--- config.mk ---
export PLATFORM = sky130hd
export DESIGN_NAME = sha256_msg_ctrl_flat
export DESIGN_NICKNAME = d
export VERILOG_FILES = /design/src/rtl/sha256_msg_ctrl_if.sv /design/src/rtl/sha256_msg_ctrl.sv /design/src/flat_wrapper.sv
export SDC_FILE = /design/constraint.sdc
export NUM_CORES = 1
export LEC_CHECK = 0
export ABC_AREA = 1
export CAP_MARGIN = 20
export CORE_MARGIN = 2
export CORE_UTILIZATION = 40
export DETAILED_ROUTE_END_ITERATION = 16
export PLACE_DENSITY_LB_ADDON = 0.15
export SLEW_MARGIN = 40
export SYNTH_ARGS = -nofsm -noshare
export SYNTH_HDL_FRONTEND = slang
export SYNTH_SLANG_ARGS = --single-unit
--- constraint.sdc ---
create_clock -name clk -period 4.1 [get_ports clk]
set_clock_uncertainty 0.05 [all_clocks]
set_input_delay 1.025 -clock clk [delete_from_list [all_inputs] [get_ports clk]]
set_output_delay 1.025 -clock clk [all_outputs]
set_load 0.01 [all_outputs]
--- src/rtl/sha256_msg_ctrl_if.sv ---
// Message input stream between a word source and sha256_msg_ctrl.
//   in_data  : 32-bit message word, first byte in [31:24]
//   in_valid : in_data is valid this cycle
//   in_ready : controller takes the word on this cycle's rising edge
//   in_last  : this is the final message beat
//   in_bytes : valid bytes (0..4, MSB-aligned) in the final beat
interface sha256_msg_ctrl_if;
  logic [31:0] in_data;
  logic        in_valid;
  logic        in_ready;
  logic        in_last;
  logic [2:0]  in_bytes;

  modport master (output in_data, in_valid, in_last, in_bytes, input in_ready);
  modport slave  (input in_data, in_valid, in_last, in_bytes, output in_ready);
endinterface

--- src/rtl/sha256_msg_ctrl.sv ---
// SHA-256 message front-end and core sequencer.
// Takes a big-endian word stream, appends the 0x80 marker, zero padding and
// the 64-bit bit-length, buffers each 512-bit block and pushes it into the
// core (soc pulse, 16 contiguous words, wait for eoc). After the final block
// the eight hash words are read back through core_rd into hash_o.
// Ports:
//   clk, rst          : clock, synchronous active-high reset
//   start, abort      : begin a new message / drop the current one
//   in_if             : message stream (slave side)
//   core_data_o/_oe   : word toward the core bus and its drive enable
//   core_data_i       : core bus as sampled (hash readback)
//   core_soc/rd/rst   : core start, read enable and reset
//   core_eoc          : core end-of-compression
//   busy, hash_o, hash_valid, err : status and digest (H0 in [255:224])
module sha256_msg_ctrl #(
  parameter int LEN_W   = 64,
  parameter int TIMEOUT = 64
) (
  input  logic                    clk,
  input  logic                    rst,
  input  logic                    start,
  input  logic                    abort,
  sha256_msg_ctrl_if.slave        in_if,
  output logic [31:0]             core_data_o,
  output logic                    core_data_oe,
  input  logic [31:0]             core_data_i,
  output logic                    core_soc,
  output logic                    core_rd,
  input  logic                    core_eoc,
  output logic                    core_rst,
  output logic                    busy,
  output logic [255:0]            hash_o,
  output logic                    hash_valid,
  output logic                    err
);

  typedef enum logic [2:0] {
    S_IDLE, S_FILL, S_SOC, S_FEED, S_WAIT, S_READ, S_DONE
  } state_e;

  localparam int WAIT_W = $clog2(TIMEOUT + 1);

  state_e             state_q, state_d;
  logic [3:0]         idx_q, idx_d;          // buffer index in FILL/FEED, hash index in READ
  logic [LEN_W-1:0]   len_q, len_d;
  logic               msg_done_q, msg_done_d;       // last beat taken, now padding
  logic               marker_done_q, marker_done_d; // 0x80 marker already written
  logic               final_blk_q, final_blk_d;     // current block carries the length
  logic               err_q, err_d;
  logic               core_rst_q, core_rst_d;
  logic [WAIT_W-1:0]  wait_cnt_q, wait_cnt_d;
  logic [31:0]        buf_q [16];
  logic [31:0]        hash_q [8];

  logic        buf_we;
  logic [31:0] buf_wdata;
  logic        hash_we;
  logic        hash_clr;
  logic [2:0]  nb;
  logic [63:0] len_ext;

  function automatic logic [31:0] mask_last(input logic [31:0] d, input logic [2:0] n);
    case (n)
      3'd0:    return 32'h8000_0000;
      3'd1:    return {d[31:24], 24'h80_0000};
      3'd2:    return {d[31:16], 16'h8000};
      3'd3:    return {d[31:8], 8'h80};
      default: return d;
    endcase
  endfunction

  assign nb      = (in_if.in_bytes > 3'd4) ? 3'd4 : in_if.in_bytes;
  assign len_ext = 64'(len_q);

  assign in_if.in_ready = (state_q == S_FILL) && !msg_done_q;
  assign core_soc       = (state_q == S_SOC);
  assign core_data_oe   = (state_q == S_FEED);
  assign core_data_o    = core_data_oe ? buf_q[idx_q] : 32'h0;
  assign core_rd        = (state_q == S_READ);
  assign busy           = state_q inside {S_FILL, S_SOC, S_FEED, S_WAIT, S_READ};
  assign hash_valid     = (state_q == S_DONE) && !err_q;
  assign err            = err_q;
  assign core_rst       = rst | core_rst_q;
  assign hash_o = {hash_q[0], hash_q[1], hash_q[2], hash_q[3],
                   hash_q[4], hash_q[5], hash_q[6], hash_q[7]};

  always_comb begin
    // NOTE: every signal written here gets a default first, so no path can
    // leave one unassigned and infer a latch.
    state_d       = state_q;
    idx_d         = idx_q;
    len_d         = len_q;
    msg_done_d    = msg_done_q;
    marker_done_d = marker_done_q;
    final_blk_d   = final_blk_q;
    err_d         = err_q;
    core_rst_d    = 1'b0;
    wait_cnt_d    = wait_cnt_q;
    buf_we        = 1'b0;
    buf_wdata     = 32'h0;
    hash_we       = 1'b0;
    hash_clr      = 1'b0;

    unique case (state_q)
      S_IDLE, S_DONE: begin
        if (start) begin
          state_d       = S_FILL;
          idx_d         = 4'd0;
          len_d         = '0;
          msg_done_d    = 1'b0;
          marker_done_d = 1'b0;
          final_blk_d   = 1'b0;
          err_d         = 1'b0;
          hash_clr      = 1'b1;
        end
      end
      S_FILL: begin
        if (!msg_done_q) begin
          if (in_if.in_valid) begin
            buf_we = 1'b1;
            if (in_if.in_last) begin
              msg_done_d = 1'b1;
              len_d      = len_q + LEN_W'({nb, 3'b000});
              buf_wdata  = mask_last(in_if.in_data, nb);
              // A full last word leaves the marker for the pad phase.
              if (nb != 3'd4) begin
                marker_done_d = 1'b1;
                final_blk_d   = (idx_q <= 4'd13);
              end
            end else begin
              len_d     = len_q + LEN_W'(32);
              buf_wdata = in_if.in_data;
            end
          end
        end else begin
          buf_we = 1'b1;
          if (!marker_done_q) begin
            buf_wdata     = 32'h8000_0000;
            marker_done_d = 1'b1;
            final_blk_d   = (idx_q <= 4'd13);
          end else if (final_blk_q && idx_q == 4'd14) begin
            buf_wdata = len_ext[63:32];
          end else if (final_blk_q && idx_q == 4'd15) begin
            buf_wdata = len_ext[31:0];
          end
        end
        if (buf_we) begin
          idx_d = idx_q + 4'd1;
          if (idx_q == 4'd15) state_d = S_SOC;
        end
      end
      S_SOC: state_d = S_FEED;
      S_FEED: begin
        idx_d = idx_q + 4'd1;
        if (idx_q == 4'd15) begin
          state_d    = S_WAIT;
          // Counts cycles since the last fed word, so the timeout fires
          // exactly TIMEOUT cycles after it.
          wait_cnt_d = WAIT_W'(1);
        end
      end
      S_WAIT: begin
        if (core_eoc) begin
          if (final_blk_q) begin
            state_d = S_READ;
          end else begin
            state_d = S_FILL;
            // Marker already placed in a non-final block: the next block
            // is the zero block that carries the length.
            final_blk_d = marker_done_q;
          end
        end else if (wait_cnt_q == WAIT_W'(TIMEOUT - 1)) begin
          state_d    = S_DONE;
          err_d      = 1'b1;
          core_rst_d = 1'b1;
        end else begin
          wait_cnt_d = wait_cnt_q + WAIT_W'(1);
        end
      end
      S_READ: begin
        hash_we = 1'b1;
        idx_d   = idx_q + 4'd1;
        if (idx_q == 4'd7) begin
          idx_d   = 4'd0;
          state_d = S_DONE;
        end
      end
      default: state_d = S_IDLE;
    endcase

    if (abort) begin
      state_d    = S_IDLE;
      idx_d      = 4'd0;
      err_d      = 1'b0;
      core_rst_d = 1'b1;
      hash_clr   = 1'b1;
      buf_we     = 1'b0;
      hash_we    = 1'b0;
    end
  end

  // NOTE: sequential state uses non-blocking assignments only, so every flop
  // samples the pre-edge values and updates together.
  always_ff @(posedge clk) begin
    if (rst) begin
      state_q       <= S_IDLE;
      idx_q         <= 4'd0;
      len_q         <= '0;
      msg_done_q    <= 1'b0;
      marker_done_q <= 1'b0;
      final_blk_q   <= 1'b0;
      err_q         <= 1'b0;
      core_rst_q    <= 1'b0;
      wait_cnt_q    <= '0;
      // NOTE: the block buffer and digest are flop arrays and are cleared
      // with the control state; a RAM-backed buffer would not be reset.
      for (int i = 0; i < 16; i++) buf_q[i] <= 32'h0;
      for (int i = 0; i < 8; i++) hash_q[i] <= 32'h0;
    end else begin
      state_q       <= state_d;
      idx_q         <= idx_d;
      len_q         <= len_d;
      msg_done_q    <= msg_done_d;
      marker_done_q <= marker_done_d;
      final_blk_q   <= final_blk_d;
      err_q         <= err_d;
      core_rst_q    <= core_rst_d;
      wait_cnt_q    <= wait_cnt_d;
      if (buf_we) buf_q[idx_q] <= buf_wdata;
      if (hash_clr) begin
        for (int i = 0; i < 8; i++) hash_q[i] <= 32'h0;
      end else if (hash_we) begin
        hash_q[idx_q[2:0]] <= core_data_i;
      end
    end
  end

endmodule
--- src/flat_wrapper.sv ---
// flat-port wrapper written by rule: the top's interface ports become plain ports
module sha256_msg_ctrl_flat 
#(
  parameter int LEN_W   = 64,
  parameter int TIMEOUT = 64
)
  (clk, rst, start, abort, core_data_o, core_data_oe, core_data_i, core_soc, core_rd, core_eoc, core_rst, busy, hash_o, hash_valid, err, in_if_in_data, in_if_in_valid, in_if_in_last, in_if_in_bytes, in_if_in_ready);
  sha256_msg_ctrl_if in_if_i ();
  input  logic clk;
  input  logic rst;
  input  logic start;
  input  logic abort;
  output logic [31:0] core_data_o;
  output logic core_data_oe;
  input  logic [31:0] core_data_i;
  output logic core_soc;
  output logic core_rd;
  input  logic core_eoc;
  output logic core_rst;
  output logic busy;
  output logic [255:0] hash_o;
  output logic hash_valid;
  output logic err;
  input wire logic [$bits(in_if_i.in_data)-1:0] in_if_in_data;
  input wire logic [$bits(in_if_i.in_valid)-1:0] in_if_in_valid;
  input wire logic [$bits(in_if_i.in_last)-1:0] in_if_in_last;
  input wire logic [$bits(in_if_i.in_bytes)-1:0] in_if_in_bytes;
  output wire logic [$bits(in_if_i.in_ready)-1:0] in_if_in_ready;
  assign in_if_i.in_data = in_if_in_data;
  assign in_if_i.in_valid = in_if_in_valid;
  assign in_if_i.in_last = in_if_in_last;
  assign in_if_i.in_bytes = in_if_in_bytes;
  assign in_if_in_ready = in_if_i.in_ready;
  sha256_msg_ctrl #(.LEN_W(LEN_W), .TIMEOUT(TIMEOUT)) u_core (.clk(clk), .rst(rst), .start(start), .abort(abort), .in_if(in_if_i), .core_data_o(core_data_o), .core_data_oe(core_data_oe), .core_data_i(core_data_i), .core_soc(core_soc), .core_rd(core_rd), .core_eoc(core_eoc), .core_rst(core_rst), .busy(busy), .hash_o(hash_o), .hash_valid(hash_valid), .err(err));
endmodule
Word level (Yosys, flattened, before mapping). Memories as Yosys holds them, arrays and structs flattened. A register that Yosys moved wholly into a read port is not among the register bits. Cells that the tools add are included.

Register bits: 83. Bits in latches: 0. Bits in writable memories: 768. Bits in read-only memories: 0. Input port bits: 74. Logic and storage cells: 177. Memories kept: 2.

Memories: u_core.buf_q (depth 16, bits a word 32, rd ports 1, clocked after Yosys merged registers in 1, wr ports 16, line sha256_msg_ctrl.sv:52) `logic [31:0] buf_q [16];`; u_core.hash_q (depth 8, bits a word 32, rd ports 8, clocked after Yosys merged registers in 0, wr ports 8, line sha256_msg_ctrl.sv:53) `logic [31:0] hash_q [8];`.

Add/subtract/negate cells: 4. Multipliers: 0. Divide/modulo/power cells: 0. Magnitude comparators: 2. Equality and inequality tests: 30. Shift operators: 0. Multiplexer cells: 95. Bitwise operators: 9. Reductions and logical operators: 26.

Operators with widths (count): two-way mux 32 bit (18); two-way mux 64 bit (4); one-hot mux 32 bit (4 select lines) (1); one-hot mux 64 bit (2 select lines) (1); adder 64 x 6 -> 64 bit (1); adder 64 x 6 -> 64 bit, second input constant (1); OR reduction 32 bit (2); two-way mux 1 bit (45); two-way mux 3 bit (10); two-way mux 4 bit (6); two-way mux 7 bit (3); != test 2 bit, second input constant (10); one-hot mux 3 bit (6 select lines) (1); one-hot mux 4 bit (4 select lines) (1); one-hot mux 7 bit (2 select lines) (1); == test 3 x 2 -> 1 bit, second input constant (4); AND reduction 4 bit (3); == test 3 bit, second input constant (3); != test 3 x 2 -> 1 bit, second input constant (3); != test 3 bit, second input constant (3); bitwise OR 1 bit (9); == test 4 bit, second input constant (2); adder 7 x 1 -> 7 bit, second input constant (1); == test 7 x 6 -> 1 bit, second input constant (1); other kinds (21) (32).

Depth between registers and ports, before layout. Gate-level depths: netlist of run 1.

Depth in word-level cells: 10. Gate-level depth with buffers: 15. Mapped depth without buffers: 15.

Worst setup path after synthesis of run 1. OpenSTA, ideal clock, no wires.

Path type: input to register. Start point: input rst. End point: memory u_core.buf_q[0][0] (enable). Data arrival time: 2.966 ns. Path slack: 0.695 ns. Cell stages on the path: 9. Path through: clkbuf_1 nor2_1 inv_1 nor3_1 inv_1 nor2_1 nand2_1 buf_2 nand2_1.

RTL lines: start, declared (line flat_wrapper.sv:10) `input logic rst;`; end, declared (line sha256_msg_ctrl.sv:52).

==> key figures, run 1 <==
Clock network
  • TritonCTS buffer count: 95
  • Hold Buf Count CTS: 0
  • Clk_lat worst skew: around 0.67 ns
  • Deepest clock path buffer count: 3
  • Clock sinks: approximately 850
  • CTS clock-pin slew for the worst setup and hold paths: ~0.06 ns
  • Root Buffer: clkbuf_16
  • H-tree depth: 3
  • CTS tree: yes

Placed design
  • Pre-CTS setup slack: 0.386 ns
  • Global placement routability congestion: approximately 0.94
  • Port-buffer cells: around 370
  • Dpl cells: 5173
  • Dpl hpwl: ~85000 µm

Pwr
  • Static leakage: between 15 and 20 nW
  • Max rail drop VDD: ~0.33 mV
  • Pwr/cell area: about 440 mW/mm²
  • Post-route total power: roughly 0.021 W

Global route
  • Pin count of the biggest net entering global routing: 90
  • Via count of the first global-routing pass: around 28000
  • Initial antenna violation count: 2
  • Grt total ovfl: 0
  • First-pass GRT wire length: between 150000 and 200000 µm
  • GRT Util Overall: between 20% and 30%

Yosys
  • Cells after Synth: 3658
  • Commonest cells post-synth: nor2_1, edfxtp_1, o21ai_0
  • Yosys top cell area share: 61.2%
  • Synth area leaders: edfxtp_1, nor2_1, dfxtp_1
  • Cell with the most instances after synthesis: nor2_1
  • Cell accounting for the most synthesized area: edfxtp_1
  • Yosys warns: 0
  • Distinct cell type count after synthesis: 45
  • Area of the mapped netlist: about 0.038 mm²
  • Syn_nets: roughly 3700
  • Post-synth EDFFs: 768
  • Register area share after synthesis: 65.7%
  • Seq cells post-synth: 852
  • Synth Flop Type: edfxtp_1
  • Mean post-synth cell area: 10.3 µm²
  • Ys async rst share: 0%

Flow run
  • Max cap viols: 0

Finish
  • Area growth from synthesis to layout: 24.8%
  • Layout cell share with drive strength beyond 1: 10.2%
  • Fillers: approximately 8500
  • Layout Nets: between 4000 and 5000
  • Post-Layout Cell Count: between 5000 and 6000

Critical path
  • Crit path launch type: register
  • Critical path's slowest cell: clkdlybuf4s50_1
  • Register-to-Register Path Depth: 8
  • Crit path cell chain: buf_12, buf_16, o21ai_0, o221ai_1, nand3_1, a21oi_4, clkdlybuf4s50_1
  • Critical path type: reg2out
  • CP Data Required Time: 3.02 ns
  • CP Max Fanout: between 50 and 60
  • Max incr delay on CP: 0.59 ns
  • Worst path arrival time: 2.92 ns
  • Worst Setup End Kind: primary output

Detailed routing
  • Met1 WL: roughly 56000 µm
  • WL/cell: ~25 µm
  • TritonRoute pass-1 iters: 6
  • Post-route DRC violation count: 0
  • Starting DRT DRC Count: around 3100
  • Met2 wire len: between 60000 and 70000 µm
  • Vias: between 20000 and 30000
  • DR vias/cell: about 5.5
  • Drt total wl: between 100000 and 150000 µm
  • Top sig layer: met4
  • DR WL met3: just over 9000 µm
  • Final ANT Viol Nets: 0

Timing
  • Final Hold Fails: 0
  • Worst Max-Slew Pin Slew: between 0.8 and 0.9 ns
  • Hold Slack: 0.401 ns
  • Final Critical Period: between 3 and 4 ns
  • Max_slew headroom: between 40% and 50%
  • Fmax: 250 MHz
  • RSZ-0062 raised after global routing: true
  • Final slew viol count: 0
  • Period utilization: just under 100%
  • Finish-stage setup viols: 0
  • Final worst setup slack: 0.102 ns
  • TNS Setup: 0 ns

Floorplanning
  • Die Ht: between 300 and 400 µm
  • Die width: 311 µm
  • Die ar.: approximately 0.097 mm²
  • Initial Utilization: around two fifths
  • I/O pin count: 370
  • Area of the core: 0.0933 mm²
  • Row count: ~110

Worst hold path
  • Worst hold-check path type: reg2reg
  • Worst Hold Depth: 2

Status
  • Outcome: finished, final reports clean
[cell type report]
| cell class | count | area [µm²] | area share [%] |
|---|---|---|---|
| Antenna cell | 2 | 5.00 | 0.0106 |
| Clock buffer | 115 | 2550 | 5.42 |
| Clock inverter | 60 | 782 | 1.66 |
| Inverter | 200 | 779 | 1.66 |
| Multi-Input combinational cell | 2363 | 11300 | 23.9 |
| Sequential cell | 852 | 24800 | 52.7 |
| Tap cell | 1254 | 1570 | 3.34 |
| Timing Repair Buffer | 517 | 5320 | 11.3 |
[power by group]
group | total, W | internal [W] | switching (W) | leakage, nW
Combinational | 0.00171 | 0.000608 | 0.00110 | 6.44
Clock | 0.00911 | 0.00550 | 0.00360 | 1.63
Sequential | 0.00986 | 0.00976 | 0.000107 | 8.91
Total | 0.0207 | 0.0159 | 0.00481 | 17.0
[logic make-up after synthesis]
group | synth area share [%]
compound gates | 10.8
simple gates | 18.2
fa+ha+maj | 0.352
buf+inv | 4.95
xor+xnor | 0.0233
flops | 65.7
[critical path, delay by kind of cell (launching register included)]
family | cells | cell delay, ns
buf+inv | 3 | 1.01
flops | 1 | 0.41
compound gates | 3 | 0.64
simple gates | 1 | 0.19
[placed cells by master, fill, tap and decap left out, types with 9 or more instances in the layout]
cell type           n
nand4_1            30
a32oi_2            23
o211ai_1           39
clkbuf_1           14
inv_2              15
nand2_1           251
nand3_1            94
nor3_1             39
o22ai_1            37
edfxtp_1          768
dfxtp_1            80
clkinv_1           15
nor2_4              9
buf_4             114
clkbuf_16         101
buf_12             16
bufinv_16          17
clkdlybuf4s50_1   365
inv_1             182
buf_16             12
nor2_1           1213
o21ai_0           322
o221ai_1           90
clkinv_2           19
a21oi_1            97
ha_1                9
nand2_2            42
[through the flow]
step	utilization, %	cell area [µm²]
after global placement	46.3	43200
after floorplan	-	37700
after global routing	50.4	47000
final	50.4	47000
after CTS	50.2	46800
after detailed placement	46.3	43200
[state kept, by name, indices dropped and copies added, names as in the netlist, named ones only]
| register | cells |
|---|---|
| u_core.buf_q | 512 |
| u_core.core_rst_q | 1 |
| u_core.err | 1 |
| u_core.final_blk_q | 1 |
| u_core.hash_q | 256 |
| u_core.idx_q | 4 |
| u_core.len_ext | 61 |
| u_core.marker_done_q | 1 |
| u_core.msg_done_q | 1 |
| u_core.state_q | 3 |
| u_core.wait_cnt_q | 7 |
[timing repair]
| item | CTS | global route |
|---|---|---|
| resized for setup | 21 | 19 |
| endpoints found under the setup margin | 31 | 26 |
| pin swaps | 1 | 1 |
| gates cloned | 4 | 3 |
| setup buffers | 2 | 4 |
[layer usage]
layer / global-route usage (%) / vias to the layer above
li1: - / 13400
met1: 35.7 / 14700
met2: 44.5 / 1312
met3: 4.09 / 215
met4: 9.64 / 0
met5: 0 / -
[final timing paths]
path | start | end | slack (ns)
hold / removal | u_core.wait_cnt_q[6]$_SDFFE_PP0P_ | u_core.wait_cnt_q[6]$_SDFFE_PP0P_ | 0.40
setup reg to reg | u_core.idx_q[0]$_SDFFE_PP0P_ | u_core.buf_q[12][13]$_SDFFCE_PN0P_ | 1.08
setup / recovery | register | core_data_o[28] | 0.10
hold reg to reg | u_core.wait_cnt_q[6]$_SDFFE_PP0P_ | u_core.wait_cnt_q[6]$_SDFFE_PP0P_ | 0.40
Power figures use the tool's default switching activity.
==> inputs of run 2 (changes only) <==
- CAP_MARGIN: 20 -> 10
- PLACE_DENSITY_LB_ADDON: 0.15 -> unset
==> key figures, run 2 (same netlist as run 1, synthesis figures left out) <==
Global route
  • Pin count of the biggest net entering global routing: 118 (+31%)
  • First-pass GRT wire length: 188000 µm (-2.6%)
  • Initial antenna violation count: 0 (-2)
  • Grt total ovfl: 0 (unchanged)
  • Via count of the first global-routing pass: 27600 (-0.97%)
  • GRT Util Overall: 26.1% (-0.71 points)

Timing
  • Max_slew headroom: 41.6% (-3.1 points)
  • Final slew viol count: 0 (unchanged)
  • Fmax: 248 MHz (-0.86%)
  • Worst Max-Slew Pin Slew: 0.874 ns (+0.0449 ns)
  • Period utilization: 98.4% (+0.85 points)
  • RSZ-0062 raised after global routing: true
  • Finish-stage setup viols: 0 (unchanged)
  • Final Hold Fails: 0 (unchanged)
  • Final Critical Period: 4.03 ns (+0.0349 ns)

Finish
  • Commonest non-fill, non-tap cell in the layout: nor2_1
  • Area growth from synthesis to layout: 23.1%
  • Layout Nets: 4095 (-0.44%)
  • Layout cell share with drive strength beyond 1: 9.28% (-0.92 points)
  • Largest register FFs: 512 (unchanged)
  • Most frequent cells in the layout: nor2_1, edfxtp_1, clkdlybuf4s50_1
  • # diodes: 0 (-2)
  • Final core occ: 49.7% (-0.69 points)
  • Top reg by flops: u_core.buf_q

Worst hold path
  • Worst Hold Depth: 2 (unchanged)
  • Worst Min Path Start: u_core.wait_cnt_q[6]$_SDFFE_PP0P_
  • Worst Hold End: u_core.wait_cnt_q[6]$_SDFFE_PP0P_
  • Worst hold-check path type: reg2reg

Clock network
  • Deepest clock path buffer count: 3 (unchanged)
  • Root Buffer: clkbuf_16
  • CTS clock-pin slew for the worst setup and hold paths: 0.06 ns (about the same)
  • TritonCTS buffer count: 91 (-4.2%)
  • CTS tree: yes
  • Clock sinks: 852 (unchanged)
  • H-tree depth: 3 (unchanged)
  • Clk_lat worst skew: 0.66 ns (about the same)
  • Hold Buf Count CTS: 0 (unchanged)

Critical path
  • R2r setup slk: 1.05 ns (-0.03 ns)
  • Critical path's slowest cell: clkdlybuf4s50_1
  • Worst r2r src: u_core.idx_q[0]$_SDFFE_PP0P_
  • CP Data Required Time: 3.02 ns (about the same)
  • Crit path cell chain: inv_16, buf_12, o21ai_0, o221ai_1, nand3_1, a21oi_2, clkdlybuf4s50_1
  • Worst path arrival time: 2.96 ns (+0.04 ns)
  • Max incr delay on CP: 0.58 ns (about the same)
  • Register-to-Register Path Depth: 9 (+1)
  • Worst Setup End Kind: primary output
  • Worst R2R End: u_core.buf_q[1][27]$_SDFFCE_PN0P_
  • CP Max Fanout: 44 (-19%)
  • Critical path type: reg2out
  • Crit path launch type: register

Floorplanning
  • Die Ht: 311 µm (unchanged)
  • I/O pin count: 370 (unchanged)
  • Row count: 112 (unchanged)
  • Area of the core: 0.0933 mm² (unchanged)
  • Die width: 311 µm (unchanged)
  • Die ar.: 0.0966 mm² (unchanged)
  • Initial Utilization: 40.4% (unchanged)

Pwr
  • Comb power frac: 8.4% (about the same)
  • Clock power frac: 41.7% (-2.4 points)
  • Sw Ratio: 23.6% (+0.39 points)
  • Internal cell power: 0.0151 W (-4.8%)
  • Static leakage: 16.7 nW (-1.7%)
  • Max rail drop VDD: 0.328 mV (-1.3%)
  • Pwr/cell area: 427 mW/mm² (-3.0%)
  • Sequential group share of total power: 49.9% (+2.2 points)
  • Net Sw Power: 0.00468 W (-2.8%)
  • Post-route total power: 0.0198 W (-4.4%)

Detailed routing
  • Post-route DRC violation count: 0 (unchanged)
  • WL/cell: 24.6 µm (-1.2%)
  • Drt total wl: 131000 µm (-1.6%)
  • DR vias/cell: 5.56 (+0.57%)
  • Final ANT Viol Nets: 0 (unchanged)
  • Vias: 29700 (+0.10%)
  • TritonRoute pass-1 iters: 6 (unchanged)
  • Starting DRT DRC Count: 3187 (+3.2%)

Placed design
  • Global placement routability congestion: 0.982 (+4.1%)
  • Dpl hpwl: 82400 µm (-3.5%)
  • Port-buffer cells: 369 (unchanged)

Status
  • Outcome: finished, final reports clean

Flow run
  • Max cap viols: 0 (unchanged)
==> run 2: how the worst max path moves through the flow <==
stage                            from                                  to  cells after the start
floorplan                         rst    u_core.buf_q[0][0]$_SDFFCE_PN0P_                      9
global placement                  rst  u_core.buf_q[14][19]$_SDFFCE_PN0P_                      9
detailed placement  in_if_in_bytes[2]     u_core.len_ext[45]$_SDFFE_PP0P_                     15
CTS                          register                      core_data_o[9]                      6
global route                 register                     core_data_o[14]                      6
finish                       register                     core_data_o[15]                      7
==> run 2: worst max-delay path, delay by kind of cell (launching register included) <==
kind / cells / cell delay [ns]
AND/OR/NAND/NOR: 1 / 0.19
flip-flops: 1 / 0.44
buffers and inverters: 3 / 1.03
AO/OA/AOI/OAI: 3 / 0.62
==> run 2: per-layer routing <==
layer	share of wire [%]	wire length [µm]	global-route usage (%)	up-vias
met5	0	0	0	-
met4	4.2	5450	11.2	0
met3	7.8	10300	3.61	241
met2	47	62200	42.7	1470
met1	41	53300	34.9	14600
li1	-	-	-	13400
==> run 2: timing repair <==
item,4_1_cts,5_1_grt
endpoints found under the setup margin,25,30
cloned,2,4
gates resized for setup,8,27
setup buffers,0,1
pin swaps,0,0
endpoints found under the hold margin,0,0
==> run 2: cell type report <==
cell class                      instances  area (µm²)
Timing Repair Buffer                  503        5110
Sequential cell                       852       24800
Fill cell                            8491       47000
Tap cell                             1254        1570
Multi-Input combinational cell       2363       11200
Clock inverter                         52         551
Clock buffer                          114        2380
Inverter                              200         768
==> run 2: per-stage QoR <==
step / instance area, µm² / setup slack (ns) / hold slack, ns / std cells / TNS, ns
floorplan: 37700 / 0.695 / 0.373 / 3658 / 0
global placement: 43000 / 0.369 / 0.387 / 5157 / 0
detailed placement: 43100 / 0.353 / 0.387 / 5164 / 0
CTS: 46200 / -0.0700 / 0.399 / 5332 / -0.479
global route: 46400 / -0.0610 / 0.417 / 5338 / -0.233
finish: 46400 / 0.0668 / 0.398 / 5338 / 0
==> run 2: power by group through the flow <==
stage                     Sequential [W]  Combinational (W)  Clock (W)
final                            0.00986            0.00166    0.00825
after global routing             0.00989            0.00176    0.00868
after CTS                        0.00986            0.00162    0.00835
after detailed placement          0.0100            0.00160          0
after global placement            0.0100            0.00159          0
after floorplan                   0.0101           0.000697          0
